<file path="src/rtl/snake_tick_ctrl.sv">
// rtl/snake_tick_ctrl.sv - snake game move-tick, direction and game-state controller
// Optional pause feature: define SNAKE_PAUSE_EN.
module snake_tick_ctrl #(
    parameter int unsigned BASE_PERIOD = 5000000,
    parameter int unsigned PERIOD_STEP = 250000,
    parameter int unsigned LEN_SHIFT   = 2,
    parameter int unsigned MAX_LEVEL   = 12
) (
    input  logic       clk,
    input  logic       reset,
    input  logic       up,
    input  logic       down,
    input  logic       left,
    input  logic       right,
    input  logic       start,
    input  logic       game_over,
    input  logic [7:0] snake_len,
    output logic       move_tick,
    output logic [1:0] dir,
    output logic [1:0] state,
    output logic       logic_reset
);

    typedef enum logic [1:0] {
        ST_IDLE  = 2'b00,
        ST_RUN   = 2'b01,
        ST_OVER  = 2'b10,
        ST_PAUSE = 2'b11
    } state_t;

    localparam logic [23:0] BASE_P = 24'(BASE_PERIOD);
    localparam logic [23:0] STEP_P = 24'(PERIOD_STEP);
    localparam logic [7:0]  MAX_L  = 8'(MAX_LEVEL);

    state_t      r_state;
    logic [23:0] r_cnt;
    logic [23:0] r_period;
    logic        r_tick;
    logic [1:0]  r_dir;
    logic [1:0]  r_pend;
    logic        r_start_q, r_up_q, r_down_q, r_left_q, r_right_q;

    state_t      w_state_nxt;
    logic [23:0] w_cnt_nxt;
    logic [23:0] w_period_nxt;
    logic        w_tick_nxt;
    logic [1:0]  w_dir_nxt;
    logic [1:0]  w_pend_nxt;

    logic        w_start_edge, w_up_edge, w_down_edge, w_left_edge, w_right_edge;
    logic [7:0]  w_level;
    logic [7:0]  w_level_cap;
    logic [23:0] w_period;
    logic        w_dir_req;
    logic [1:0]  w_dir_win;
    logic        w_reverse;

    assign w_start_edge = start & ~r_start_q;
    assign w_up_edge    = up    & ~r_up_q;
    assign w_down_edge  = down  & ~r_down_q;
    assign w_left_edge  = left  & ~r_left_q;
    assign w_right_edge = right & ~r_right_q;

    assign w_level     = snake_len >> LEN_SHIFT;
    assign w_level_cap = (w_level > MAX_L) ? MAX_L : w_level;
    assign w_period    = BASE_P - ({16'd0, w_level_cap} * STEP_P);

    always_comb begin
        w_dir_req = 1'b1;
        w_dir_win = 2'b11;
        if (w_up_edge)         w_dir_win = 2'b00;
        else if (w_down_edge)  w_dir_win = 2'b01;
        else if (w_left_edge)  w_dir_win = 2'b10;
        else if (w_right_edge) w_dir_win = 2'b11;
        else                   w_dir_req = 1'b0;
    end

    // Opposite directions differ only in the low bit (00/01, 10/11).
    assign w_reverse = ((w_dir_win ^ r_dir) == 2'b01);

    always_comb begin
        w_state_nxt  = r_state;
        w_cnt_nxt    = r_cnt;
        w_period_nxt = r_period;
        w_tick_nxt   = 1'b0;
        w_dir_nxt    = r_dir;
        w_pend_nxt   = r_pend;
        case (r_state)
            ST_IDLE: begin
                w_cnt_nxt = 24'd0;
                if (w_start_edge) begin
                    w_state_nxt  = ST_RUN;
                    w_dir_nxt    = 2'b11;
                    w_pend_nxt   = 2'b11;
                    w_period_nxt = w_period;
                end
            end
            ST_RUN: begin
                if (game_over) begin
                    w_state_nxt = ST_OVER;
                end
`ifdef SNAKE_PAUSE_EN
                else if (w_start_edge) begin
                    w_state_nxt = ST_PAUSE;
                end
`endif
                else begin
                    if (r_cnt == r_period - 24'd1) begin
                        w_cnt_nxt    = 24'd0;
                        w_tick_nxt   = 1'b1;
                        w_dir_nxt    = r_pend;
                        w_period_nxt = w_period;
                    end else begin
                        w_cnt_nxt = r_cnt + 24'd1;
                    end
                    if (w_dir_req && !w_reverse) begin
                        w_pend_nxt = w_dir_win;
                    end
                end
            end
            ST_OVER: begin
                w_cnt_nxt = 24'd0;
                if (w_start_edge) begin
                    w_state_nxt = ST_IDLE;
                end
            end
            ST_PAUSE: begin
`ifdef SNAKE_PAUSE_EN
                if (w_start_edge) begin
                    w_state_nxt = ST_RUN;
                end
`else
                w_state_nxt = ST_IDLE;
`endif
            end
        endcase
    end

    always_ff @(posedge clk or posedge reset) begin
        if (reset) begin
            r_state   <= ST_IDLE;
            r_cnt     <= 24'd0;
            r_period  <= 24'd0;
            r_tick    <= 1'b0;
            r_dir     <= 2'b11;
            r_pend    <= 2'b11;
            r_start_q <= 1'b0;
            r_up_q    <= 1'b0;
            r_down_q  <= 1'b0;
            r_left_q  <= 1'b0;
            r_right_q <= 1'b0;
        end else begin
            r_state   <= w_state_nxt;
            r_cnt     <= w_cnt_nxt;
            r_period  <= w_period_nxt;
            r_tick    <= w_tick_nxt;
            r_dir     <= w_dir_nxt;
            r_pend    <= w_pend_nxt;
            r_start_q <= start;
            r_up_q    <= up;
            r_down_q  <= down;
            r_left_q  <= left;
            r_right_q <= right;
        end
    end

    assign move_tick   = r_tick;
    assign dir         = r_dir;
    assign state       = r_state;
    assign logic_reset = (r_state == ST_IDLE);

endmodule

</file>
<file path="config.mk">
export PLATFORM = sky130hd
export DESIGN_NAME = snake_tick_ctrl
export DESIGN_NICKNAME = d
export VERILOG_FILES = /design/src/rtl/snake_tick_ctrl.sv
export SDC_FILE = /design/constraint.sdc
export NUM_CORES = 1
export LEC_CHECK = 0
export BUFFER_PORTS_ARGS = -buffer_cell sky130_fd_sc_hd__buf_2
export CORE_AREA = 2 2 112 114
export CTS_CLUSTER_SIZE = 25
export DETAILED_ROUTE_END_ITERATION = 8
export DIE_AREA = 0 0 114 116
export GPL_TIMING_DRIVEN = 1
export PLACE_DENSITY = 0.68
export SLEW_MARGIN = 20
export SYNTH_ARGS = -nofsm -noshare
export SYNTH_HDL_FRONTEND = slang
export SYNTH_SLANG_ARGS = --single-unit
export TNS_END_PERCENT = 10
</file>
<file path="constraint.sdc">
create_clock -name clk -period 4.4 [get_ports clk]
set_clock_uncertainty 0.1 [all_clocks]
set_input_delay 0.44 -clock clk [delete_from_list [all_inputs] [get_ports clk]]
set_output_delay 0.44 -clock clk [all_outputs]
set_load 0.03 [all_outputs]
</file>
==> qor.yml <==
status:
  status: "completed"
synthesis:
  synthDistinctLibCells: 83
  synth_area_um2: 5330
  yosysWarnings: 0
  ys_seq_area_frac: 0.264
  ys_seq_elements: 56
  synthArstFlopShare: 1.00
  syn_inst: 625
  synthFlopType: "dfrtp_1"
  synth.avg_cell_area_um2: 8.53
  synth_edf_count: 0
setup_path:
  crit_buf_inv: 5
  crit_chain: "buf_2, or3_4, buf_4, fa_1, inv_1, fa_1, fa_1, inv_1, ha_2, inv_1, a31oi_4, o21ai_2, a211oi_2, o21ai_1, a31oi_1, xnor2_1, mux2_2"
  path_class: "input port to register"
  worstPathMaxFanout: 7
  cp_slowest_cell: "fa_1"
  cpLargestDelayFamily: "adder cells"
  cp.arrival_ps: 4300
  cp.required_ps: 4480
  cp-end-kind: "register"
  critPathMaxStageDelay_ps: 570
  critPathLaunchType: "input port"
power:
  peakVddDrop_mv: 0.177
  power.total_uw: 2730
  p_leak_uw: 0.00273
  p_per_area_nw_per_um2: 447
timing:
  period_minus_slack_ps: 4220
  fmax_ghz: 0.237
  rsz0062_at_grt: "false"
  slew_viol_final: 0
  finalCritPeriodShare: 0.960
  whs_ps: 166
  setup_viol: 0
  tns_ps: 0
  hold_viol_final: 0
  slew_headroom: 0.398
  worst_pin_slew_ps: 899
floorplan:
  ios: 22
  start_util: 0.447
  rows: 40
  die-area_um2: 13200
  die_w_um: 114
  fp.coreArea_um2: 11900
  dieHeight_um: 116
routing:
  vias: 4776
  postRouteAntennaNets: 0
  initialDrtViolationCount: 260
  dr.pass1.iters: 5
  drc: 0
  drt-total-wl_mm: 12.6
  post_drt_via_cell_ratio: 5.73
  wl_per_cell_um: 15.1
final_layout:
  regArea_um2: 1410
  final_common_cell: "nand2_1"
  syn2layout_area_growth_pct: 14.8
  final_cell_mix: "54 x nand2_1, 52 x dfrtp_1, 47 x inv_1"
  antenna_cells: 0
  drive_above_1_share: 0.183
  finalNetCount: 749
  postLayoutCellArea_um2: 6120
  fillers: 1155
  multi_input_area_um2: 3750
clock_network:
  cts_tree: "yes"
  cts_root_buffer: "clkbuf_16"
  numClockSinks: 56
  clk_latency_ps: 290
  ctsHtreeMaxLevel: 2
  cts_buffer_depth: 2
  cts.reportedPaths.clkPinSlew_ps: 70
  numCtsBuffers: 5
global_routing:
  grt_pass1_wl_mm: 22.1
  grt_max_degree: 52
  grt_remaining_overflow: 0
  grt_pass1_vias: 4759
  grt.total_usage: 0.203
  antenna_found_initial: 0
placed_design:
  dpl-instance-area_um2: 5870
  io_buffers: 19
  gp_congestion: 0.893
  hpwl_mm: 9.99
flow_run:
  maxCapViolations: 0
hold_path:
  hold_path.class: "input port to register"
[synth_stat cells, types with 3 or more instances]
library cell,number,share of area
nand2_1,54,0.038
dfrtp_1,52,0.24
inv_1,48,0.034
nor2_1,41,0.029
ha_1,37,0.087
xnor2_1,32,0.053
nand3_1,28,0.026
o21ai_0,24,0.023
o21ai_1,24,0.023
a21oi_1,20,0.019
nor3_1,19,0.018
and3_1,18,0.021
nand4_1,17,0.020
xor2_1,16,0.026
clkbuf_1,15,0.011
a31oi_1,11,0.013
fa_1,10,0.038
mux2_4,10,0.028
a211oi_1,7,0.0099
and2_1,7,0.0082
or3_1,7,0.0082
nand2b_1,6,0.0070
o21a_1,6,0.0085
buf_6,5,0.011
nor2b_1,5,0.0059
o31ai_1,5,0.0070
or4_1,5,0.0070
buf_2,4,0.0038
dfstp_2,4,0.020
mux2i_1,4,0.0075
nor4_1,4,0.0047
o311ai_1,4,0.0066
a22oi_1,3,0.0042
nor3b_1,3,0.0042
o2111ai_1,3,0.0049
o22ai_1,3,0.0035
o31a_1,3,0.0049
[routing by layer]
layer,vias up,track usage,wire length (um)
met5,-,0,0
met3,23,0.0178,345
met1,2293,0.240,5410
met2,92,0.382,6560
met4,0,0.0740,321
li1,2368,-,-
[power by group]
group | leakage, uW | internal, uW | switching, uW
Sequential | 0.000717 | 638 | 191
Combinational | 0.00194 | 691 | 813
Clock | 0.0000742 | 213 | 186
Total | 0.00273 | 1540 | 1190
[cell type report]
class	count	share of cell area
Timing Repair Buffer	65	0.0724
Inverter	51	0.0313
Clock inverter	3	0.00368
Multi-Input combinational cell	507	0.612
Tap cell	147	0.0301
Clock buffer	5	0.0204
Sequential cell	56	0.230
[cells by family (layout without fill, tap and decap cells)]
group | count (synthesis) | after routing | synth area share
AO/OA/AOI/OAI | 144 | 144 | 0.186
flip-flops | 56 | 56 | 0.264
AND/OR/NAND/NOR | 237 | 237 | 0.245
adder cells (fa/ha/maj) | 47 | 47 | 0.124
XOR/XNOR | 48 | 48 | 0.0789
other | 2 | 15 | 0.00141
buffers and inverters | 75 | 124 | 0.0608
multiplexers | 16 | 16 | 0.0399
[what timing repair did]
action / in CTS / in global routing
setup buffers: 0 / 1
endpoints found under the hold margin: 5 / 0
setup endpoints to repair: 1 / 5
hold buffers: 1 / 0
resized for setup: 1 / 17
pin swaps: 0 / 3
[worst paths after layout]
kind / slack, ps / from / depth (start not counted) / endpoint
setup / recovery: 180 / snake_len[6] / 17 / r_period[22]
hold / removal: 170 / right / 1 / r_right_q
setup reg to reg: 710 / r_period[4] / 10 / r_cnt[23]
hold reg to reg: 410 / r_cnt[0] / 1 / r_cnt[0]
max in group asynchronous: 2880 / reset / 4 / r_cnt[21]
min in group asynchronous: 470 / reset / 3 / r_left_q
[registers in the layout (all words and copies together) (netlist names)]
name	cells
dir	2
move_tick	1
r_cnt	24
r_down_q	1
r_left_q	1
r_pend	2
r_period	20
r_right_q	1
r_start_q	1
r_up_q	1
state	2
[metrics by stage]
stage / worst slack, ps / instances / util
floorplan: 2.81 / 638 / -
global placement: -217 / 824 / 0.492
detailed placement: -306 / 824 / 0.492
CTS: 45.9 / 833 / 0.506
global route: 18.6 / 834 / 0.514
finish: 177 / 834 / 0.514
No activity file was read; power rests on OpenSTA's default activity.
